## src/rtl/elevator_scheduler.sv

```systemverilog
// elevator_scheduler
//   Collects hall and cabin calls into a pending bitmap and hands one target
//   floor at a time to the car controller using a LOOK policy (keep going in
//   the current scan direction while requests remain that way, then reverse).
//
//   Ports
//     clk           single clock, all state on the rising edge
//     reset         asynchronous, active-high
//     hall_req[7:0] hall-call pulses, bit n = floor n
//     cab_req[7:0]  cabin-button pulses, bit n = floor n
//     emergency_in  level; scheduler halts while high
//     car_idle      car controller is in its IDLE state
//     car_floor     current car floor
//     req_floor     target floor, held between strobes
//     direction     1 = target above car_floor at issue time
//     valid_out     one-cycle issue strobe qualifying req_floor/direction
//     emergency     registered copy of emergency_in
//     pending[7:0]  outstanding request bitmap
//
//   Build option
//     SCHED_FLUSH_ON_EMERGENCY_EN : when defined, the pending bitmap is
//     cleared on entry to halt and the in-flight target is not re-queued.
//     When undefined, pending survives the halt and the in-flight target is
//     re-queued.
module elevator_scheduler #(
    parameter int TIMEOUT = 16
) (
    input  logic       clk,
    input  logic       reset,
    input  logic [7:0] hall_req,
    input  logic [7:0] cab_req,
    input  logic       emergency_in,
    input  logic       car_idle,
    input  logic [2:0] car_floor,
    output logic [2:0] req_floor,
    output logic       direction,
    output logic       valid_out,
    output logic       emergency,
    output logic [7:0] pending
);

    localparam int CW = $clog2(TIMEOUT) + 1;

    typedef enum logic [2:0] {
        S_IDLE,
        S_SELECT,
        S_ISSUE,
        S_WAIT_BUSY,
        S_WAIT_IDLE,
        S_HALT
    } state_t;

    state_t        state_reg;
    logic [7:0]    pending_reg, pending_next;
    logic [2:0]    target_reg;
    logic          scan_up_reg;
    logic [CW-1:0] cnt_reg;
    logic [2:0]    req_floor_reg;
    logic          direction_reg;
    logic          valid_reg;
    logic          emergency_reg;

    // ------------------------------------------------------------------
    // LOOK candidate selection
    // ------------------------------------------------------------------
    logic [7:0] above_mask, below_mask;
    logic [7:0] cand, above, below;
    logic [2:0] up_idx, dn_idx;
    logic       sel_valid, sel_scan_up;
    logic [2:0] sel_target;

    for (genvar gi = 0; gi < 8; gi++) begin : g_mask
        assign above_mask[gi] = (3'(gi) > car_floor);
        assign below_mask[gi] = (3'(gi) < car_floor);
    end

    // The car's own floor is being cleared this cycle, so it never competes.
    assign cand  = pending_reg & ~(8'b1 << car_floor);
    assign above = cand & above_mask;
    assign below = cand & below_mask;

    always_comb begin
        // nearest above = lowest set bit, nearest below = highest set bit
        up_idx = 3'd0;
        for (int i = 7; i >= 0; i--)
            if (above[i]) up_idx = 3'(i);
        dn_idx = 3'd0;
        for (int i = 0; i < 8; i++)
            if (below[i]) dn_idx = 3'(i);
    end

    always_comb begin
        sel_valid   = 1'b0;
        sel_target  = 3'd0;
        sel_scan_up = scan_up_reg;
        if (scan_up_reg) begin
            if (|above) begin
                sel_valid = 1'b1; sel_target = up_idx; sel_scan_up = 1'b1;
            end else if (|below) begin
                sel_valid = 1'b1; sel_target = dn_idx; sel_scan_up = 1'b0;
            end
        end else begin
            if (|below) begin
                sel_valid = 1'b1; sel_target = dn_idx; sel_scan_up = 1'b0;
            end else if (|above) begin
                sel_valid = 1'b1; sel_target = up_idx; sel_scan_up = 1'b1;
            end
        end
    end

    // ------------------------------------------------------------------
    // Pending bitmap update: new calls and re-queues always win over clears
    // ------------------------------------------------------------------
    logic [7:0] clr_mask, set_mask;
    logic       timeout_hit, in_flight;

    assign timeout_hit = (state_reg == S_WAIT_BUSY) && car_idle &&
                         (cnt_reg == CW'(TIMEOUT - 1));
    assign in_flight   = (state_reg == S_ISSUE) || (state_reg == S_WAIT_BUSY) ||
                         (state_reg == S_WAIT_IDLE);

    always_comb begin
        clr_mask = 8'h00;
        set_mask = 8'h00;
        case (state_reg)
            S_SELECT: clr_mask = 8'b1 << car_floor;
            S_ISSUE:  clr_mask = 8'b1 << target_reg;
            default:  ;
        endcase
        if (timeout_hit)
            set_mask = 8'b1 << target_reg;
        if (emergency_in && state_reg != S_HALT) begin
`ifdef SCHED_FLUSH_ON_EMERGENCY_EN
            clr_mask = 8'hFF;
            set_mask = 8'h00;
`else
            if (in_flight)
                set_mask = set_mask | (8'b1 << target_reg);
`endif
        end
        pending_next = (pending_reg & ~clr_mask) | set_mask | hall_req | cab_req;
    end

    // ------------------------------------------------------------------
    // Scheduler FSM with registered outputs
    // ------------------------------------------------------------------
    always_ff @(posedge clk or posedge reset) begin
        if (reset) begin
            state_reg     <= S_IDLE;
            pending_reg   <= 8'h00;
            target_reg    <= 3'd0;
            scan_up_reg   <= 1'b1;
            cnt_reg       <= '0;
            req_floor_reg <= 3'd0;
            direction_reg <= 1'b0;
            valid_reg     <= 1'b0;
            emergency_reg <= 1'b0;
        end else begin
            pending_reg   <= pending_next;
            emergency_reg <= emergency_in;
            valid_reg     <= 1'b0;
            if (emergency_in) begin
                state_reg <= S_HALT;
                cnt_reg   <= '0;
            end else begin
                case (state_reg)
                    S_IDLE:
                        if (|pending_reg && car_idle) state_reg <= S_SELECT;
                    S_SELECT:
                        if (sel_valid) begin
                            target_reg    <= sel_target;
                            req_floor_reg <= sel_target;
                            direction_reg <= (sel_target > car_floor);
                            scan_up_reg   <= sel_scan_up;
                            valid_reg     <= 1'b1;
                            state_reg     <= S_ISSUE;
                        end else begin
                            state_reg <= S_IDLE;
                        end
                    S_ISSUE: begin
                        cnt_reg   <= '0;
                        state_reg <= S_WAIT_BUSY;
                    end
                    S_WAIT_BUSY:
                        if (!car_idle) begin
                            cnt_reg   <= '0;
                            state_reg <= S_WAIT_IDLE;
                        end else if (timeout_hit) begin
                            // car never left idle; target re-queued via set_mask
                            cnt_reg   <= '0;
                            state_reg <= S_SELECT;
                        end else begin
                            cnt_reg <= cnt_reg + 1'b1;
                        end
                    S_WAIT_IDLE:
                        if (car_idle) state_reg <= S_SELECT;
                    S_HALT:
                        state_reg <= S_IDLE;
                    default:
                        state_reg <= S_IDLE;
                endcase
            end
        end
    end

    assign req_floor = req_floor_reg;
    assign direction = direction_reg;
    assign valid_out = valid_reg;
    assign emergency = emergency_reg;
    assign pending   = pending_reg;

endmodule
```

## config.mk

```make
export PLATFORM = sky130hd
export DESIGN_NAME = elevator_scheduler
export DESIGN_NICKNAME = d
export VERILOG_FILES = /design/src/rtl/elevator_scheduler.sv
export SDC_FILE = /design/constraint.sdc
export NUM_CORES = 1
export LEC_CHECK = 0
export CAP_MARGIN = 25
export CORE_UTILIZATION = 25
export CTS_CLUSTER_SIZE = 10
export DETAILED_ROUTE_END_ITERATION = 10
export PLACE_DENSITY = 0.51
export SLEW_MARGIN = 30
export SYNTH_ARGS = -nofsm -noshare
export SYNTH_HDL_FRONTEND = slang
export SYNTH_SLANG_ARGS = --single-unit
```

## constraint.sdc

```tcl
create_clock -name clk -period 3.1 [get_ports clk]
set_input_delay 0.62 -clock clk [delete_from_list [all_inputs] [get_ports clk]]
set_output_delay 0.62 -clock clk [all_outputs]
set_load 0.05 [all_outputs]
```

==> metrics.log, run 1 <==
INFO  metric floorplan.initialDensity = 25.90%
INFO  metric setup_viol = 0
INFO  metric wire_per_inst = 14.94 um
INFO  metric hold_path_start = direction
INFO  metric place_ws = -0.02505 ns
INFO  metric area_growth = 35.63%
INFO  metric setup.reg_to_reg.worst_slack = about 0.60 ns
INFO  metric antenna_left = 0
INFO  metric min_to = direction
INFO  metric drt_wl_total = 4855 um
INFO  metric synth_top_cells_by_area = dfrtp_1 33%, o21ai_0 7.0%, nand2_1 4.3%
INFO  metric setup_tns = 0 ns
INFO  metric totalPowerFinal = 870.5 uW
INFO  metric layout_worst_path_cycle_share = 90.79%
INFO  metric cts.htree.levels = 1
INFO  metric finish.net_count = around 280
INFO  metric most-common-layout-cells = 36 x clkdlybuf4s50_1, 23 x o21ai_0, 22 x dfrtp_1
INFO  metric layout_setup_ws = 0.2855 ns
INFO  metric synth_largest_area_cell = dfrtp_1
INFO  metric detail_route.iter0.violations = 93
INFO  metric num_rows = 29
INFO  metric critical_path.startpoint_type = input port
INFO  metric clkLatencyLatePin = 0.27 ns
INFO  metric net-switching-power = 326.6 uW
INFO  metric grt_setup_unrepaired = false
INFO  metric tritoncts.num_buffers = 3
INFO  metric clock_power_share = a little under a quarter
INFO  metric antenna_found_initial = 0
INFO  metric setup.worst_path.class = in -> reg
INFO  metric cts_buffer_depth = 2
INFO  metric power.ir.vdd_worst = 189.4 uV
INFO  metric worstReg2RegEnd = direction
INFO  metric drt_drc_violations_left = 0
INFO  metric post_route_cell_area = 2243 um2
INFO  metric detail_route.first_pass.iterations = 4
INFO  metric globalplace.congestion = roughly 0.8
INFO  metric worst_path_required_time = about 3.3 ns
INFO  metric timing.critical_path.to_type = register
INFO  metric sw_share = 37.51%
INFO  metric transition_time_at_the_pin_with_the_least_slew_margin = 0.5099 ns
INFO  metric hold_path_class = reg -> reg
INFO  metric first_global_vias = 1678
INFO  metric die_y = 83.34 um
INFO  metric fp.coreArea = roughly 6400 um2
INFO  metric placed_cell_area = approximately 2200 um2
INFO  metric power.density_cell_area = 388.0 nW/um2
INFO  metric final-max-slew-violation-count = 0
INFO  metric clock_tree_from_tritoncts = built
INFO  metric fill_cells = roughly 670
INFO  metric worstPathMaxFanout = 8
INFO  metric most_common_cell_after_layout_fill_and_taps_aside = clkdlybuf4s50_1
INFO  metric post_cts.repair.setup_buffers = 0
INFO  metric crit_path_frequent_cell = o21ai_0
INFO  metric synth_enable_flop_cells = 0
INFO  metric cp_slowest_stage_delay = 0.63 ns
INFO  metric maxCapViolations = 0
INFO  metric drt-vias-per-instance = 5.182
INFO  metric status = finished, final reports clean
INFO  metric overflow = 0
INFO  metric synth_nets = 229
INFO  metric antenna-diode-count = 0
INFO  metric dr_total_vias = 1684
INFO  metric die-area = 6946 um2
INFO  metric seq_area_frac_synth = a little over a third
INFO  metric io_pins = 37
INFO  metric die_width = 83.34 um
INFO  metric final-hold-violation-count = 0
INFO  metric clock_sink_count = 23
INFO  metric fmaxAchievable = around 360 MHz
INFO  metric depth_of_the_worst_hold_timing_path = 2
INFO  metric synth_flop_cell = dfrtp_1
INFO  metric cts_repair_resize_count = 0
INFO  metric grt_start_max_net_pins = 24
INFO  metric cp.arrival = slightly below 3 ns
INFO  metric drive_above_1_share = 12.50%
INFO  metric max_slew_margin = 65.75%
INFO  metric reg2regPathDepth = 12
INFO  metric asyncSetResetFlopFracSynth = 100.0%
INFO  metric synth_cells = 202
INFO  metric crit_path_cell_trace = clkdlybuf4s50_1 -> nor2b_1 -> o21ai_0 -> nand2_1 -> o21ai_0 -> a21oi_1 -> nor2_1 -> ha_1 -> nor2b_1 -> o21a_1 -> o21ai_0 -> o21ai_0
INFO  metric synth_area_per_cell = 8.189 um2
INFO  metric largest_reg_flops = 8
INFO  metric post-dp-hpwl = 3728 um
INFO  metric synthesis.area = 1654 um2
INFO  metric cellLeakagePower = 0.8632 nW
INFO  metric port-buffer-count = 36
INFO  metric worst_r2r_startpoint = pending[1]
INFO  metric post_synth_num_cell_types = 48
INFO  metric clock-root-buffer = clkbuf_8
INFO  metric worst-path-buf-inv = 1
INFO  metric sequentialPowerShare = 41.4%
INFO  metric clock-skew-final = 0.003000 ns
INFO  metric cts.clk_slew.worst_paths = 0.09 ns
INFO  metric combinationalPowerShare = 35.9%
INFO  metric global_route.usage.total = about 14%
INFO  metric synth_largest_type_area_fraction = 33.28%
INFO  metric synth-warning-count = 0
INFO  metric layout_min_cycle_time = 2.815 ns
INFO  metric critical-path-top-delay-family = compound AO/OA/AOI/OAI gates
INFO  metric grt_pass1_wl = slightly above 8000 um
INFO  metric synthesis_stage_register_bit_count = 23
INFO  metric internal_power = 544.0 uW
INFO  metric cpMaxStageDelayCell = clkdlybuf4s50_1
INFO  metric hold_buffers = 0
cell type report:
type	instances	area (um2)	share of cell area [%]
inverters	8	32.53	1.450
clock buffers	3	41.29	1.840
multi-input cells	160	991.0	44.17
flip-flops and latches	23	576.8	25.71
repair buffers	53	500.5	22.31
well taps	77	96.34	4.294
clock inverters	1	5.005	0.2231
power groups by stage:
stage,logic [mW],registers (mW),clock network [mW]
floorplan,0.142,0.407,0
finish,0.313,0.360,0.198
global placement,0.313,0.364,0
CTS,0.315,0.359,0.206
global route,0.338,0.363,0.215
detailed placement,0.314,0.365,0
routing by layer:
| metal | track usage [%] | routed length [um] | vias up |
|---|---|---|---|
| li1 | - | - | 849 |
| met1 | 18.92 | 2363 | 804 |
| met2 | 24.52 | 2289 | 27 |
| met3 | 3.181 | 159 | 4 |
| met4 | 2.038 | 42 | 0 |
| met5 | 0 | 0 | - |
cells in the mapped netlist (all sizes together), types with 2 or more instances:
library cell	count
a211oi	7
a21o	3
a21oi	10
a221oi	2
a22o	2
a22oi	4
a31oi	3
a32oi	2
buf	3
clkbuf	8
dfrtp	22
ha	4
inv	8
mux2	2
nand2	19
nand2b	7
nand3	10
nor2	11
nor2b	9
nor3	10
nor3b	2
nor4	2
o211ai	2
o21ai	28
o22ai	3
o31ai	6
worst max path at each step:
stage	startpoint	to	slack [ns]	cells past startpoint
2_1_floorplan	pending[2]	direction	0.51	11
3_3_place_gp	car_floor[2]	direction	-0.01	12
3_5_place_dp	car_floor[2]	direction	-0.03	12
4_1_cts	car_floor[1]	direction	0.25	14
5_1_grt	car_floor[2]	direction	0.02	12
6_report	car_floor[2]	direction	0.29	12
cell families after synthesis:
kind of cell               share of synthesized area (%)
xor gates and xnor gates                          0.5296
buffers and inverters                              5.220
AOI/OAI and AO/OA                                  31.70
muxes                                              1.588
adders and majority gates                          3.026
and+or+nand+nor                                    23.07
DFF                                                34.87
through the flow:
stage / hold WS (ns) / std cells / util (%)
after detailed placement: 0.4999 / 321 / 34.40
after floorplan: 0.4815 / 202 / -
after CTS: 0.5301 / 325 / 35.13
after global placement: 0.4836 / 321 / 34.40
final: 0.5253 / 325 / 35.13
after global routing: 0.5484 / 325 / 35.13
tightest hold or removal path, cell delays in order, from the launching register on:
cell	delay (ns)
dfrtp_1	0.36
nand2_1	0.05
o21ai_0	0.07
No activity file was read; power rests on OpenSTA's default activity.
==> run 2, diff against run 1 <==
--- a/config.mk
+++ b/config.mk
@@ -9,7 +9,8 @@
 export CORE_UTILIZATION = 25
 export CTS_CLUSTER_SIZE = 10
 export DETAILED_ROUTE_END_ITERATION = 10
-export PLACE_DENSITY = 0.51
+export DONT_BUFFER_PORTS = 1
+export PLACE_DENSITY = 0.44
 export SLEW_MARGIN = 30
 export SYNTH_ARGS = -nofsm -noshare
 export SYNTH_HDL_FRONTEND = slang
==> metrics.log, run 2 (synthesis gave the netlist of run 1 again) <==
INFO  metric status = finished, final reports clean
INFO  metric place_ws = 0.5087 ns (+0.5338 ns)
INFO  metric area_growth = 9.456%
INFO  metric register_area = 576.8 um2 (unchanged)
INFO  metric tritoncts.num_buffers = 3 (unchanged)
INFO  metric hold_buffers = 0 (unchanged)
INFO  metric dr_total_vias = 1571 (-6.7%)
INFO  metric setup_viol = 0 (unchanged)
INFO  metric floorplan.initialDensity = 25.90% (unchanged)
INFO  metric drt_wl_total = 4763 um (-1.9%)
INFO  metric first_global_vias = 1534 (-8.6%)
INFO  metric antenna-diode-count = 0 (unchanged)
INFO  metric port-buffer-count = 0 (-100%)
INFO  metric global_route.usage.total = 14.57% (+0.20 points)
INFO  metric die_width = 83.34 um (unchanged)
INFO  metric die_y = 83.34 um (unchanged)
INFO  metric cts_repair_resize_count = 0 (unchanged)
INFO  metric antenna_left = 0 (unchanged)
INFO  metric die-area = 6946 um2 (unchanged)
INFO  metric totalPowerFinal = 765.8 uW (-12%)
INFO  metric overflow = 0 (unchanged)
INFO  metric crit_path_cell_trace = nor2b_1 -> o21ai_0 -> nand2_1 -> o21ai_0 -> a21oi_1 -> nor2_1 -> ha_1 -> nor2b_1 -> o21a_1 -> o21ai_0 -> o21ai_0
INFO  metric detail_route.first_pass.iterations = 6 (+2)
INFO  metric layout_min_cycle_time = 2.608 ns (-0.2069 ns)
INFO  metric cellLeakagePower = 0.6714 nW (-22%)
INFO  metric post-dp-hpwl = 3680 um (-1.3%)
INFO  metric largest_reg_flops = 8 (unchanged)
INFO  metric clock-skew-final = 0.004139 ns (+0.001140 ns)
INFO  metric wire_per_inst = 16.95 um (+13%)
INFO  metric drive_above_1_share = 11.27% (-1.2 points)
INFO  metric cp_slowest_stage_delay = 0.48 ns (-0.15 ns)
INFO  metric transition_time_at_the_pin_with_the_least_slew_margin = 0.8108 ns (+0.3010 ns)
INFO  metric cts_buffer_depth = 2 (unchanged)
INFO  metric drt_drc_violations_left = 0 (unchanged)
INFO  metric grt_setup_unrepaired = false
INFO  metric worstPathMaxFanout = 7 (-1)
INFO  metric most-common-layout-cells = 23 x o21ai_0, 22 x dfrtp_1, 19 x nand2_1
INFO  metric final-max-slew-violation-count = 0 (unchanged)
INFO  metric power.density_cell_area = 423.0 nW/um2 (+9.0%)
INFO  metric multi_input_comb_area = 991.0 um2 (unchanged)
INFO  metric final_util = 28.35% (-6.8 points)
INFO  metric timing.critical_path.to_type = register
INFO  metric crit_path_frequent_cell = o21ai_0
INFO  metric io_pins = 37 (unchanged)
INFO  metric cts.htree.levels = 1 (unchanged)
INFO  metric cts.clk_slew.worst_paths = 0.09 ns (about the same)
INFO  metric globalplace.congestion = 0.8169 (+2.3%)
INFO  metric layout_worst_path_cycle_share = 84.12% (-6.7 points)
INFO  metric cp.arrival = 2.74 ns (-0.23 ns)
INFO  metric post_cts.repair.setup_buffers = 0 (unchanged)
INFO  metric most_common_cell_after_layout_fill_and_taps_aside = o21ai_0
INFO  metric max_slew_margin = 45.94% (-20 points)
INFO  metric clock-root-buffer = clkbuf_8
INFO  metric cpMaxStageDelayCell = dfrtp_1
INFO  metric holdWs = 0.2548 ns (-0.2705 ns)
INFO  metric maxCapViolations = 0 (unchanged)
INFO  metric setup_tns = 0 ns (unchanged)
INFO  metric critical_path.startpoint_type = register
INFO  metric power.ir.vdd_worst = 176.8 uV (-6.6%)
INFO  metric fill_cells = 702 (+5.2%)
INFO  metric clock_tree_from_tritoncts = built
INFO  metric fmaxAchievable = 383.5 MHz (+7.9%)
INFO  metric drt-vias-per-instance = 5.591 (+7.9%)
INFO  metric clkLatencyLatePin = 0.26 ns (about the same)
INFO  metric clock_sink_count = 23 (unchanged)
INFO  metric final-hold-violation-count = 0 (unchanged)
INFO  metric setup.worst_path.class = reg -> reg
INFO  metric grt_start_max_net_pins = 24 (unchanged)
INFO  metric antenna_found_initial = 0 (unchanged)
INFO  metric fp.coreArea = 6386 um2 (unchanged)
INFO  metric grt_pass1_wl = 8155 um (-0.84%)
INFO  metric num_rows = 29 (unchanged)
INFO  metric worst_path_required_time = 3.23 ns (-0.02 ns)
INFO  metric layout_setup_ws = 0.4924 ns (+0.2069 ns)
INFO  metric detail_route.iter0.violations = 153 (+65%)
INFO  metric hold_path_class = in -> async
INFO  metric finish.net_count = 232 (-16%)
-- run 2: layout make-up --
class	count	area share (%)
Inverter	8	1.797
Clock inverter	1	0.2764
Multi-Input combinational cell	160	54.73
Clock buffer	3	2.281
Timing Repair Buffer	9	3.732
Tap cell	77	5.321
Sequential cell	23	31.86
-- run 2: per-stage QoR --
stage,instances,cell area [um2]
finish,281,1810
detailed placement,277,1764
CTS,281,1810
floorplan,202,1654
global placement,277,1764
global route,281,1810
-- run 2: path summary, 6_finish.rpt --
path / depth (start not counted) / end / slack, ns / startpoint
setup reg to reg: 11 / direction / 0.49 / pending[4]
setup / recovery: 11 / direction / 0.49 / pending[4]
max in group asynchronous: 1 / scan_up_reg / 2.48 / reset
hold reg to reg: 1 / cnt_reg[0] / 0.53 / cnt_reg[0]
hold / removal: 1 / pending[3] / 0.25 / reset
min in group clk: 0 / emergency / 0.38 / emergency_in
-- run 2: power by group --
part	internal, mW	total [mW]	switching (mW)
logic	0.0633	0.145	0.0820
registers	0.319	0.431	0.112
clock network	0.0898	0.189	0.0995
total	0.472	0.766	0.293
-- run 2: layer usage --
metal / track usage, % / routed length, um / up-vias
met5: 0 / 0 / -
met4: 2.351 / 42 / 0
met3: 4.274 / 272 / 4
met2: 23.92 / 2235 / 50
met1: 19.21 / 2213 / 757
li1: - / - / 760
-- run 2: worst max-delay path, delay by kind of cell, from the launching register on --
| family | cells | cell delay [ns] |
|---|---|---|
| AOI/OAI and AO/OA | 6 | 1.05 |
| adders and majority gates | 1 | 0.25 |
| DFF | 1 | 0.48 |
| and+or+nand+nor | 4 | 0.69 |
==> run 3, diff against run 2 <==
==> constraint.sdc (replaced) <==
create_clock -name clk -period 2.4 [get_ports clk]
set_input_delay 0.48 -clock clk [delete_from_list [all_inputs] [get_ports clk]]
set_output_delay 0.48 -clock clk [all_outputs]
set_load 0.05 [all_outputs]
==> metrics.log, run 3 (synthesis gave the netlist of run 1 again) <==
INFO  metric drt-vias-per-instance = 5.507 (-1.5%)
INFO  metric cp_slowest_stage_delay = 0.46 ns (-0.02 ns)
INFO  metric overflow = 0 (unchanged)
INFO  metric transition_time_at_the_pin_with_the_least_slew_margin = 0.5337 ns (-0.2771 ns)
INFO  metric antenna-diode-count = 0 (unchanged)
INFO  metric wire_per_inst = 17.03 um (+0.45%)
INFO  metric io_pins = 37 (unchanged)
INFO  metric antenna_left = 0 (unchanged)
INFO  metric final-max-slew-violation-count = 0 (unchanged)
INFO  metric dr_total_vias = 1619 (+3.1%)
INFO  metric cts_buffer_depth = 2 (unchanged)
INFO  metric cts.clk_slew.worst_paths = 0.09 ns (about the same)
INFO  metric global_route.usage.total = 14.88% (+0.32 points)
INFO  metric detail_route.first_pass.iterations = 4 (-2)
INFO  metric power.ir.vdd_worst = 204.5 uV (+16%)
INFO  metric place.detailed.instances = 289 (+4.3%)
INFO  metric totalPowerFinal = 1.045 mW (+37%)
INFO  metric drt_wl_total = 5006 um (+5.1%)
INFO  metric status = finished, final reports clean
INFO  metric clock_tree_from_tritoncts = built
INFO  metric die_y = 83.34 um (unchanged)
INFO  metric largest_reg_flops = 8 (unchanged)
INFO  metric power.density_cell_area = 529.8 nW/um2 (+25%)
INFO  metric post_route_cell_area = 1973 um2 (+9.0%)
INFO  metric layout_min_cycle_time = 2.242 ns (-0.3655 ns)
INFO  metric grt_start_max_net_pins = 24 (unchanged)
INFO  metric reg2regPathDepth = 12 (+1)
INFO  metric setup_tns = 0 ns (unchanged)
INFO  metric die-area = 6946 um2 (unchanged)
INFO  metric detail_route.iter0.violations = 93 (-39%)
INFO  metric worstPathMaxFanout = 8 (+1)
INFO  metric layout.cells.non_filler = 294 (+4.6%)
INFO  metric post-dp-hpwl = 3875 um (+5.3%)
INFO  metric worst_r2r_startpoint = pending[4]
INFO  metric fmaxAchievable = 446.0 MHz (+16%)
INFO  metric final-hold-violation-count = 0 (unchanged)
INFO  metric cellLeakagePower = 0.7501 nW (+12%)
INFO  metric cpMaxStageDelayCell = dfrtp_2
INFO  metric cp.arrival = 2.40 ns (-0.34 ns)
INFO  metric globalplace.congestion = 0.8172 (about the same)
INFO  metric grt_pass1_wl = 8266 um (+1.4%)
INFO  metric most-common-layout-cells = 22 x buf_4, 20 x o21ai_0, 19 x nand2_1
INFO  metric die_width = 83.34 um (unchanged)
INFO  metric most_common_cell_after_layout_fill_and_taps_aside = buf_4
INFO  metric timing.critical_path.to_type = register
INFO  metric drive_above_1_share = 23.96% (+13 points)
INFO  metric area_growth = 19.29%
INFO  metric layout_worst_path_cycle_share = 93.42% (+9.3 points)
INFO  metric hold_buffers = 0 (unchanged)
INFO  metric worstReg2RegEnd = direction
INFO  metric critical_path.startpoint_type = register
INFO  metric clock-root-buffer = clkbuf_8
INFO  metric clkLatencyLatePin = 0.27 ns (about the same)
INFO  metric drt_drc_violations_left = 0 (unchanged)
INFO  metric worst_path_required_time = 2.55 ns (-0.68 ns)
INFO  metric num_rows = 29 (unchanged)
INFO  metric crit_path_cell_trace = nor2b_1 -> o21ai_1 -> buf_4 -> a21oi_1 -> a31oi_1 -> a21oi_2 -> nor2_1 -> ha_1 -> nor2b_1 -> o21a_1 -> o21ai_0 -> o21ai_0
INFO  metric setup_viol = 0 (unchanged)
INFO  metric maxCapViolations = 0 (unchanged)
INFO  metric port-buffer-count = 0 (unchanged)
INFO  metric placed_cell_area = 1876 um2 (+6.3%)
INFO  metric clock_sink_count = 23 (unchanged)
INFO  metric cts.htree.levels = 1 (unchanged)
INFO  metric max_slew_margin = 64.14% (+18 points)
INFO  metric first_global_vias = 1577 (+2.8%)
INFO  metric finish.net_count = 245 (+5.6%)
INFO  metric fp.coreArea = 6386 um2 (unchanged)
INFO  metric clock-skew-final = 0.005900 ns (+0.001761 ns)
INFO  metric antenna_found_initial = 0 (unchanged)
INFO  metric setup.reg_to_reg.worst_slack = 0.16 ns (-0.33 ns)
INFO  metric holdWs = 0.1337 ns (-0.1211 ns)
INFO  metric floorplan.initialDensity = 25.90% (unchanged)
INFO  metric grt_setup_unrepaired = false
INFO  metric hold_path_class = in -> async
INFO  metric setup.worst_path.class = reg -> reg
INFO  metric tritoncts.num_buffers = 3 (unchanged)
[run 3: final cells by class]
type                    count  area, um2
flip-flops and latches     23      585.6
clock buffers               3      41.29
fillers                   697       4413
well taps                  77      96.34
inverters                   8      32.53
repair buffers             22      165.2
multi-input cells         160       1047
clock inverters             1      5.005
[run 3: timing repair]
| action | in CTS | in global routing |
|---|---|---|
| buffers inserted | 0 | 1 |
| resized for setup | 0 | 12 |
| hold endpoints to repair | 0 | 0 |
| setup endpoints to repair | 0 | 1 |
[run 3: worst max-delay path: cells and delay by family, from the launching register on]
kind / cells / cell delay [ns]
and+or+nand+nor: 3 / 0.42
AOI/OAI and AO/OA: 7 / 0.86
buffers and inverters: 1 / 0.14
DFF: 1 / 0.46
adders and majority gates: 1 / 0.25
[run 3: per-layer routing]
metal / GRT usage, % / routed length, um / vias to the layer above
li1: - / - / 789
met1: 19.43 / 2283 / 781
met2: 24.22 / 2379 / 43
met3: 4.374 / 284 / 6
met4: 3.292 / 59 / 0
met5: 0 / 0 / -
[run 3: how the worst max path moves through the flow]
stage,startpoint,to,depth (start not counted)
after floorplan,car_floor[2],direction,12
after global placement,pending[7],direction,12
after detailed placement,pending[4],direction,11
after CTS,pending[4],direction,11
after global routing,pending[1],direction,10
final,pending[4],direction,12
[run 3: stage by stage]
stage | util [%] | setup slack [ns]
floorplan | - | 0.03614
global placement | 29.37 | 0.1066
detailed placement | 29.37 | 0.1117
CTS | 30.09 | 0.04157
global route | 30.90 | 0.002454
finish | 30.90 | 0.1579
[run 3: power by group]
part / internal (mW) / switching [mW] / total (mW)
registers: 0.414 / 0.0722 / 0.487
logic: 0.112 / 0.190 / 0.303
clock network: 0.116 / 0.140 / 0.256
total: 0.643 / 0.402 / 1.05
